[config.mk]
export PLATFORM = sky130hd
export DESIGN_NAME = vga_char_update_scheduler
export DESIGN_NICKNAME = d
export VERILOG_FILES = /design/src/rtl/vga_char_update_scheduler.sv
export SDC_FILE = /design/constraint.sdc
export NUM_CORES = 1
export LEC_CHECK = 0
export ABC_AREA = 1
export CAP_MARGIN = 15
export CORE_MARGIN = 2
export CORE_UTILIZATION = 51
export CTS_CLUSTER_DIAMETER = 40
export DETAILED_ROUTE_END_ITERATION = 16
export PLACE_DENSITY = 0.77
export REMOVE_ABC_BUFFERS = 1
export SYNTH_ARGS = -nofsm -noshare
export SYNTH_HDL_FRONTEND = slang
export SYNTH_SLANG_ARGS = --single-unit
[constraint.sdc]
create_clock -name clk -period 3.05 [get_ports clk]
set_input_delay 0.7625 -clock clk [delete_from_list [all_inputs] [get_ports clk]]
set_output_delay 0.7625 -clock clk [all_outputs]
set_load 0.1 [all_outputs]
[src/rtl/vga_char_update_scheduler.sv]
// Frame-synchronous update scheduler for the VGA character overlay: queues processor and
// keyboard updates and commits at most one per frame end. Optional macro: VGA_SCHED_AUTOADV_EN.
module vga_char_update_scheduler #(
  parameter int unsigned FIFO_DEPTH = 4,
  parameter logic [31:0] BASE_ADDR  = 32'h2000,
  parameter int unsigned CHAR_W     = 50,
  parameter int unsigned CHAR_H     = 50,
  parameter int unsigned RESET_X    = 150,
  parameter int unsigned RESET_Y    = 150
) (
  input  logic        clk,
  input  logic        reset,
  input  logic        frame_end,
  input  logic [31:0] proc_addr,
  input  logic [31:0] proc_data,
  input  logic        proc_we,
  input  logic [7:0]  kb_data,
  input  logic        kb_valid,
  output logic [7:0]  display_char,
  output logic [9:0]  x_pos,
  output logic [8:0]  y_pos,
  output logic        commit_pulse,
  output logic        pending,
  output logic        fifo_full,
  output logic [7:0]  drop_count
);

  localparam int unsigned AW = (FIFO_DEPTH > 1) ? $clog2(FIFO_DEPTH) : 1;
  localparam int unsigned CW = AW + 1;
  localparam int unsigned EW = 27;

  localparam logic [7:0] RstChar = 8'h20;
  localparam logic [9:0] RstX    = 10'(RESET_X);
  localparam logic [8:0] RstY    = 9'(RESET_Y);

  typedef enum logic [1:0] {StIdle, StLoad, StCommit} state_e;

  state_e          state_q, state_d;
  logic            fe_q;
  logic [7:0]      stg_char_q, stg_char_d;
  logic [9:0]      stg_x_q, stg_x_d;
  logic [8:0]      stg_y_q, stg_y_d;
  logic            skid_valid_q, skid_valid_d;
  logic [EW-1:0]   skid_q, skid_d;
  logic [EW-1:0]   mem_q [FIFO_DEPTH];
  logic [AW-1:0]   wr_ptr_q, rd_ptr_q;
  logic [CW-1:0]   count_q, count_d;
  logic [EW-1:0]   head_q;
  logic [7:0]      char_q;
  logic [9:0]      x_q;
  logic [8:0]      y_q;
  logic            commit_q;
  logic [7:0]      drop_q, drop_d;

  logic            wr_char, wr_x, wr_y, proc_push;
  logic [EW-1:0]   proc_entry, kb_entry, push_entry;
  logic            push_req, push_ok, fifo_drop, kb_drop, kb_accept, kb_direct, kb_adv;
  logic            full, pop, load_head, fe_edge;
  logic [9:0]      adv_x;
  logic [8:0]      adv_y;
  logic [8:0]      drop_sum;
  logic            unused_data;

  assign unused_data = ^proc_data[31:10];

  assign wr_char   = proc_we && (proc_addr == BASE_ADDR);
  assign wr_x      = proc_we && (proc_addr == BASE_ADDR + 32'd4);
  assign wr_y      = proc_we && (proc_addr == BASE_ADDR + 32'd8);
  assign proc_push = proc_we && (proc_addr == BASE_ADDR + 32'd12);

  // Both entries use the staging values from before any same-clock staging write.
  assign proc_entry = {stg_char_q, stg_x_q, stg_y_q};
  assign kb_entry   = {kb_data, stg_x_q, stg_y_q};

  assign full    = (count_q == CW'(FIFO_DEPTH));
  assign fe_edge = frame_end & ~fe_q;

  // Arbitration: processor push first, then a parked keyboard byte, then a fresh one.
  always_comb begin
    push_req     = 1'b0;
    push_entry   = '0;
    skid_valid_d = skid_valid_q;
    skid_d       = skid_q;
    kb_drop      = 1'b0;
    kb_accept    = 1'b0;
    kb_direct    = 1'b0;
    if (proc_push) begin
      push_req   = 1'b1;
      push_entry = proc_entry;
    end else if (skid_valid_q) begin
      push_req     = 1'b1;
      push_entry   = skid_q;
      skid_valid_d = 1'b0;
    end
    if (kb_valid) begin
      if (skid_valid_q) begin
        kb_drop = 1'b1;
      end else if (proc_push) begin
        skid_valid_d = 1'b1;
        skid_d       = kb_entry;
        kb_accept    = 1'b1;
      end else begin
        push_req   = 1'b1;
        push_entry = kb_entry;
        kb_accept  = 1'b1;
        kb_direct  = 1'b1;
      end
    end
  end

  assign fifo_drop = push_req && full && !pop;
  assign push_ok   = push_req && !fifo_drop;
  assign kb_adv    = kb_accept && !(kb_direct && fifo_drop);

`ifdef VGA_SCHED_AUTOADV_EN
  logic [10:0] x_sum;
  logic [9:0]  y_sum;

  assign x_sum = {1'b0, stg_x_q} + 11'(CHAR_W);
  assign y_sum = {1'b0, stg_y_q} + 10'(CHAR_H);

  // Cursor advance: wrap to the next row when the following sprite would not fit.
  always_comb begin
    adv_x = stg_x_q;
    adv_y = stg_y_q;
    if (kb_adv) begin
      if (x_sum + 11'(CHAR_W) > 11'd640) begin
        adv_x = '0;
        adv_y = (y_sum > 10'd480) ? '0 : y_sum[8:0];
      end else begin
        adv_x = x_sum[9:0];
      end
    end
  end
`else
  logic unused_kb_adv;

  assign unused_kb_adv = kb_adv;
  assign adv_x         = stg_x_q;
  assign adv_y         = stg_y_q;
`endif

  assign stg_char_d = wr_char ? proc_data[7:0] : stg_char_q;
  assign stg_x_d    = wr_x    ? proc_data[9:0] : adv_x;
  assign stg_y_d    = wr_y    ? proc_data[8:0] : adv_y;

  assign drop_sum = {1'b0, drop_q} + 9'({1'b0, fifo_drop} + {1'b0, kb_drop});
  assign drop_d   = drop_sum[8] ? 8'hFF : drop_sum[7:0];

  always_comb begin
    count_d = count_q;
    unique case ({push_ok, pop})
      2'b10:   count_d = count_q + 1'b1;
      2'b01:   count_d = count_q - 1'b1;
      default: count_d = count_q;
    endcase
  end

  always_comb begin
    state_d   = state_q;
    load_head = 1'b0;
    pop       = 1'b0;
    unique case (state_q)
      StIdle: begin
        if (fe_edge && (count_q != '0)) state_d = StLoad;
      end
      StLoad: begin
        load_head = 1'b1;
        state_d   = StCommit;
      end
      StCommit: begin
        pop     = 1'b1;
        state_d = StIdle;
      end
      default: state_d = StIdle;
    endcase
  end

  always_ff @(posedge clk) begin
    if (reset) begin
      state_q      <= StIdle;
      fe_q         <= 1'b0;
      stg_char_q   <= RstChar;
      stg_x_q      <= RstX;
      stg_y_q      <= RstY;
      skid_valid_q <= 1'b0;
      skid_q       <= '0;
      wr_ptr_q     <= '0;
      rd_ptr_q     <= '0;
      count_q      <= '0;
      head_q       <= '0;
      char_q       <= RstChar;
      x_q          <= RstX;
      y_q          <= RstY;
      commit_q     <= 1'b0;
      drop_q       <= '0;
    end else begin
      state_q      <= state_d;
      fe_q         <= frame_end;
      stg_char_q   <= stg_char_d;
      stg_x_q      <= stg_x_d;
      stg_y_q      <= stg_y_d;
      skid_valid_q <= skid_valid_d;
      skid_q       <= skid_d;
      count_q      <= count_d;
      drop_q       <= drop_d;
      commit_q     <= pop;
      if (push_ok) wr_ptr_q <= wr_ptr_q + 1'b1;
      if (pop) begin
        rd_ptr_q <= rd_ptr_q + 1'b1;
        char_q   <= head_q[26:19];
        x_q      <= head_q[18:9];
        y_q      <= head_q[8:0];
      end
      if (load_head) head_q <= mem_q[rd_ptr_q];
    end
  end

  always_ff @(posedge clk) begin
    if (push_ok) mem_q[wr_ptr_q] <= push_entry;
  end

  assign display_char = char_q;
  assign x_pos        = x_q;
  assign y_pos        = y_q;
  assign commit_pulse = commit_q;
  assign pending      = (count_q != '0);
  assign fifo_full    = full;
  assign drop_count   = drop_q;

endmodule

== Word level (Yosys, flattened, before mapping) ==
Memory sizes are Yosys's and may differ from the RTL's. A register that Yosys moved wholly into a read port is not among the register bits.
Cells that the tools add are included.

* Memories: 1
* Logic and storage cells: 72
* Output and inout bits: 38
* ROM bits: 0
* Bits of input ports: 77
* Memory bits (writable): 108
* Bits in registers: 101
* Bits in latches: 0

{| class="wikitable"
|+ Memory list
! memory !! depth !! width !! rd ports !! clocked after memory_dff !! wr ports !! line !! source
|-
| mem_q || 4 || 27 || 1 || 1 || 1 || 45 || <nowiki>logic [EW-1:0] mem_q [FIFO_DEPTH];</nowiki>
|}

* Eq/ne operators: 10
* $add $sub $neg: 6
* Shift operators: 0
* Multiplexer cells: 23
* Div/mod/pow operators: 0
* Reductions and logical operators: 14
* Magnitude comparators: 0
* Bitwise gates (word level): 3
* $mul: 0

{| class="wikitable"
|+ Operators by type and width
! kind !! count
|-
| two-way mux 27 bit || 5
|-
| equality test 32 x 14 -> 1 bit, second input constant || 4
|-
| two-way mux 1 bit || 14
|-
| adder 8 x 2 -> 9 bit || 1
|-
| logical AND 1 bit || 8
|-
| two-way mux 8 bit || 1
|-
| one-hot mux 3 bit (2 select lines) || 1
|-
| adder 2 x 1 -> 2 bit, second input constant || 2
|-
| equality test 2 x 1 -> 1 bit, second input constant || 2
|-
| equality test 2 bit, second input constant || 2
|-
| one-hot mux 2 bit (2 select lines) || 1
|-
| adder 3 x 1 -> 3 bit, second input constant || 1
|-
| equality test 3 bit, second input constant || 1
|-
| AND reduction 3 bit || 1
|-
| nonzero test 3 bit || 1
|-
| subtractor 3 x 1 -> 3 bit, second input constant || 1
|-
| adder 1 x 1 -> 2 bit || 1
|-
| zero test 1 bit || 2
|-
| zero test 2 bit || 1
|-
| two-way mux 2 bit || 1
|-
| inequality test 2 bit, second input constant || 1
|-
| inverter 1 bit || 2
|-
| nonzero test 2 bit || 1
|-
| bitwise AND 1 bit || 1
|}

== Depth between registers and ports, before layout ==
* Depth after elaboration: 12
* Gate-level depth with buffers: 17

== Worst setup path before layout ==
OpenSTA, ideal clock, no wires.

* Kind: register -> register
* Start point: register count_q[0]
* End point: register drop_q[5] (netlist: drop_count[5])
* Arrival: 4.350 ns
* Library setup time: 0.057 ns
* Path buffers: 0
* Cell stages (with the launch flop): 12
* Setup slack: -1.357 ns
* Data required time: 2.993 ns
* Cells stage by stage: dfxtp_1 nor3_1 nand3_1 fa_1 inv_1 nand3_1 nor2_1 and3_1 nand3_1 o21ai_0 nand2_1 inv_1

* Longest elaborated chain between the ends: 6

{| class="wikitable"
|+ Ends and longest elaborated chain
! item !! line !! source
|-
| from (decl) || 47 || <nowiki>logic [CW-1:0] count_q, count_d;</nowiki>
|-
| from (signal assigned) || 205 || <nowiki>count_q <= count_d;</nowiki>
|-
| equality test 3 bit || 75 || <nowiki>assign full = (count_q == CW'(FIFO_DEPTH));</nowiki>
|-
| net fifo_full || 24 || <nowiki>output logic fifo_full,</nowiki>
|-
| logical AND 1 bit (2 in a row) || 111 || <nowiki>assign fifo_drop = push_req && full && !pop;</nowiki>
|-
| adder 1 x 1 -> 2 bit || 147 || <nowiki>assign drop_sum = {1'b0, drop_q} + 9'({1'b0, fifo_drop} + {1'b0, kb_drop});</nowiki>
|-
| adder 8 x 2 -> 9 bit || 147 ||
|-
| two-way mux 8 bit || 148 || <nowiki>assign drop_d = drop_sum[8] ? 8'hFF : drop_sum[7:0];</nowiki>
|-
| to (signal assigned) || 206 || <nowiki>drop_q <= drop_d;</nowiki>
|-
| to (decl) || 53 || <nowiki>logic [7:0] drop_q, drop_d;</nowiki>
|}

The timed path passes the listed nets, and every way through them passes these cells.
A chain may end at the register's enable or synchronous reset.

== Worst setup path in the final report ==
* Start point: input port proc_addr[4]
* End point: register count_q[2]

* Longest elaborated chain between the ends: 12

{| class="wikitable"
|+ Ends and longest elaborated chain
! item !! line !! source
|-
| from (decl) || 14 || <nowiki>input logic [31:0] proc_addr,</nowiki>
|-
| equality test 32 x 14 -> 1 bit * || 69 || <nowiki>assign proc_push = proc_we && (proc_addr == BASE_ADDR + 32'd12);</nowiki>
|-
| logical AND 1 bit * || 69 ||
|-
| two-way mux 1 bit || 87 || <nowiki>if (proc_push) begin</nowiki>
|-
| two-way mux 1 bit || 98 || <nowiki>end else if (proc_push) begin</nowiki>
|-
| two-way mux 1 bit || 96 || <nowiki>if (skid_valid_q) begin</nowiki>
|-
| two-way mux 1 bit * || 95 || <nowiki>if (kb_valid) begin</nowiki>
|-
| logical AND 1 bit (2 in a row) || 111 ||
|-
| zero test 1 bit || 112 || <nowiki>assign push_ok = push_req && !fifo_drop;</nowiki>
|-
| logical AND 1 bit * || 112 ||
|-
| equality test 2 x 1 -> 1 bit or equality test 2 bit (tied branches) || 152 || <nowiki>unique case ({push_ok, pop})</nowiki>
|-
| one-hot mux 3 bit (2 select lines) or nonzero test 2 bit (tied branches) || - ||
|}

Mark *: on every way between the ends. The rest lies on a longest branch, timed or not.

==> results.toml <==
[clock_tree]
cts_tree = "built"
cts_root_buf = "clkbuf_16"
insertion_delay_ns = 0.53
path_clk_slew_ns = 0.06
cts_htree_levels = 1
cts_hold_buffers = 0
cts_buffer_depth = 3
cts-buffers-inserted = 28
cts.sinks = 236

[setup_path]
cp_max_fo = 5
critical_path.startpoint = "proc_addr[4]"
reg2regPathDepth = 11
cp_common_cell = "nand2_1"
critical_path.top_delay_family = "buffers and inverters"
endpoint = "count_q[2]$_SDFFE_PP0P_"
critPathKind = "in -> reg"
cp_num_cells = 17
worst_path_largest_cell_delay_ns = 0.48
r2r-end = "count_q[2]$_SDFFE_PP0P_"
cp-end-kind = "flop"
cp_data_required_time_ns = 3.46
r2r_start = "count_q[2]$_SDFFE_PP0P_"
critical_path_buf_inv_count = 4
crit_arrival_ns = 3.20
reg2reg_slack_ns = 0.64
crit_path_top_delay_cell = "clkdlybuf4s50_1"
crit_chain = "clkdlybuf4s50_1 -> inv_2 -> nand2_2 -> nor2_4 -> nand2_1 -> nor2_2 -> nand3_2 -> nand2_1 -> buf_4 -> nand2_1 -> ha_1 -> inv_1 -> fa_1 -> a21oi_1 -> o21ai_0 -> o21ai_0 -> a21oi_1"
start_kind = "input port"

[global_route]
grt_pass1_vias = 7496
overflow = 0
grt_usage = 0.212
antenna_found_initial = 0
grt_pass1_wl_mm = 35.5
grt_max_degree = 79

[final_layout]
multi_input_area_um2 = 3190
diodes = 0
fill_cells = 1539
area_growth_pct = 23.0
stdcell_count = 1559
seq_area_um2 = 5810
nets = 1356
design_area_um2 = 12300
drive_gt1_frac = 0.113

[timing]
drv_slew = 0
fin_crit_ns = 2.80
fmax_mhz = 358
worstMarginPinSlew_ns = 0.645
final.setup_skew_ns = 0.0106
rsz0062_at_grt = "false"
hold_viol_final = 0
finalSetupViolCount = 0
relSlewSlack = 0.567
finalHoldWorstSlack_ns = 0.398
min_period_over_period = 0.917
setup_ws_ns = 0.254

[placement]
port_buffers = 92
placed_cell_area_um2 = 11300
dp_slack_ns = -0.444
dp_hpwl_mm = 13.1
place_congestion = 0.815
dp_cells = 1506

[synthesis]
yosysMostFrequentCell = "inv_1"
synth_top_cell_area_share = 0.325
avgSynthCellArea_um2 = 8.55
synth_edf_count = 108
yosys-top-cells-count = "inv_1 (201), nand2_1 (189), nor2_1 (144)"
synthDistinctLibCells = 33
synth.largest_area_cell = "edfxtp_1"
synth-seq-area-share = 0.582
postSynthRegisterBits = 236
ys.warnings.count = 0
yosys-top-cells-area = "edfxtp_1 (32%), dfxtp_1 (26%), inv_1 (7.6%)"
synth_area_um2 = 9980
async_flop_share = 0
syn_inst = 1167
synth_flop_cell = "dfxtp_1"

[floorplanning]
die_h_um = 144
num_rows = 51
start_util = 0.516
ios = 115
core_um2 = 19300
dieArea_um2 = 20700
die_w_um = 144

[routing]
drt_pass1_iterations = 5
num_vias = 7865
first_iter_violations = 626
drtAntennaViolNets = 0
routedWlPerCell_um = 13.8
wirelength_mm = 21.6
top_layer_used = "met4"
wl_met1_mm = 9.45
vias_per_cell = 5.04
dr_wl_met3_mm = 1.11
drc = 0
dr_wl_met2_mm = 10.6

[job]
max-cap-violations = 0

[pwr]
power_density_nw_per_um2 = 596
p_leak_uw = 0.00529
max-vdd-ir-drop_mv = 0.311

[min_path]
min_from = "fe_q$_SDFF_PP0_"
hp-class = "reg -> reg"

[outcome]
status = "completed"
[cell usage in the layout (no fill, tap or decap), types with 13 or more instances in the layout]
cell,count
a21oi_1,64
buf_4,75
clkbuf_16,30
clkdlybuf4s50_1,54
dfxtp_1,128
edfxtp_1,108
inv_1,201
nand2_1,189
nand3_1,56
nand4_1,29
nor2_1,137
o211ai_1,13
o21ai_0,95
o22ai_1,27
[area by class of cell]
class,count,share of cell area
Clock buffer,38,0.0652
Clock inverter,14,0.0111
Inverter,206,0.0630
Multi-Input combinational cell,664,0.260
Sequential cell,236,0.473
Tap cell,265,0.0270
Timing Repair Buffer,136,0.101
[through the flow]
step                TNS, ns  total power [uW]  utilization
floorplan           -117.39              3890            -
global placement      -2.78              4120        0.585
detailed placement    -3.39              4130        0.585
CTS                       0              7380        0.633
global route              0              7570        0.635
finish                    0              7320        0.635
[power by group]
group	internal, uW	switching (uW)
Combinational	205	416
Clock	1950	1300
Sequential	3420	32.1
Total	5570	1740
[kinds of logic (layout without fill, tap and decap cells)]
logic type | Yosys count | count (layout) | share of synthesized area
and+or+nand+nor | 442 | 442 | 0.188
DFF | 236 | 236 | 0.582
buffers and inverters | 267 | 394 | 0.103
xor gates and xnor gates | 5 | 5 | 0.00439
AOI/OAI and AO/OA | 210 | 210 | 0.112
adders and majority gates | 7 | 7 | 0.0103
[worst min path at each step]
stage          slack, ns                       to  depth (start not counted)
2_1_floorplan       0.37  state_q[0]$_SDFFE_PP0P_                          1
3_3_place_gp        0.39  state_q[0]$_SDFFE_PP0P_                          1
3_5_place_dp        0.39  state_q[0]$_SDFFE_PP0P_                          1
4_1_cts             0.40  state_q[0]$_SDFFE_PP0P_                          1
5_1_grt             0.42  state_q[0]$_SDFFE_PP0P_                          1
6_report            0.40  state_q[0]$_SDFFE_PP0P_                          1
[timing repair]
action / CTS / global route
setup buffers: 0 / 1
setup endpoints to repair: 0 / 8
gates resized for setup: 0 / 7
[per-layer routing]
| metal | vias to the layer above | track usage |
|---|---|---|
| met5 | - | 0 |
| met2 | 214 | 0.369 |
| li1 | 4000 | - |
| met4 | 0 | 0.0686 |
| met3 | 29 | 0.0297 |
| met1 | 3622 | 0.274 |
[sequential cells by signal, summed over array words and instances (netlist names), 2 cells and up]
register and cells:
rd_ptr_q 2, wr_ptr_q 2, stg_char_q 8, head_q 27, x_pos 10, skid_q 27
display_char 8, drop_count 8, adv_y 9, adv_x 10, mem_q 108, count_q 3
y_pos 9, state_q 2
Power figures use the tool's default switching activity.
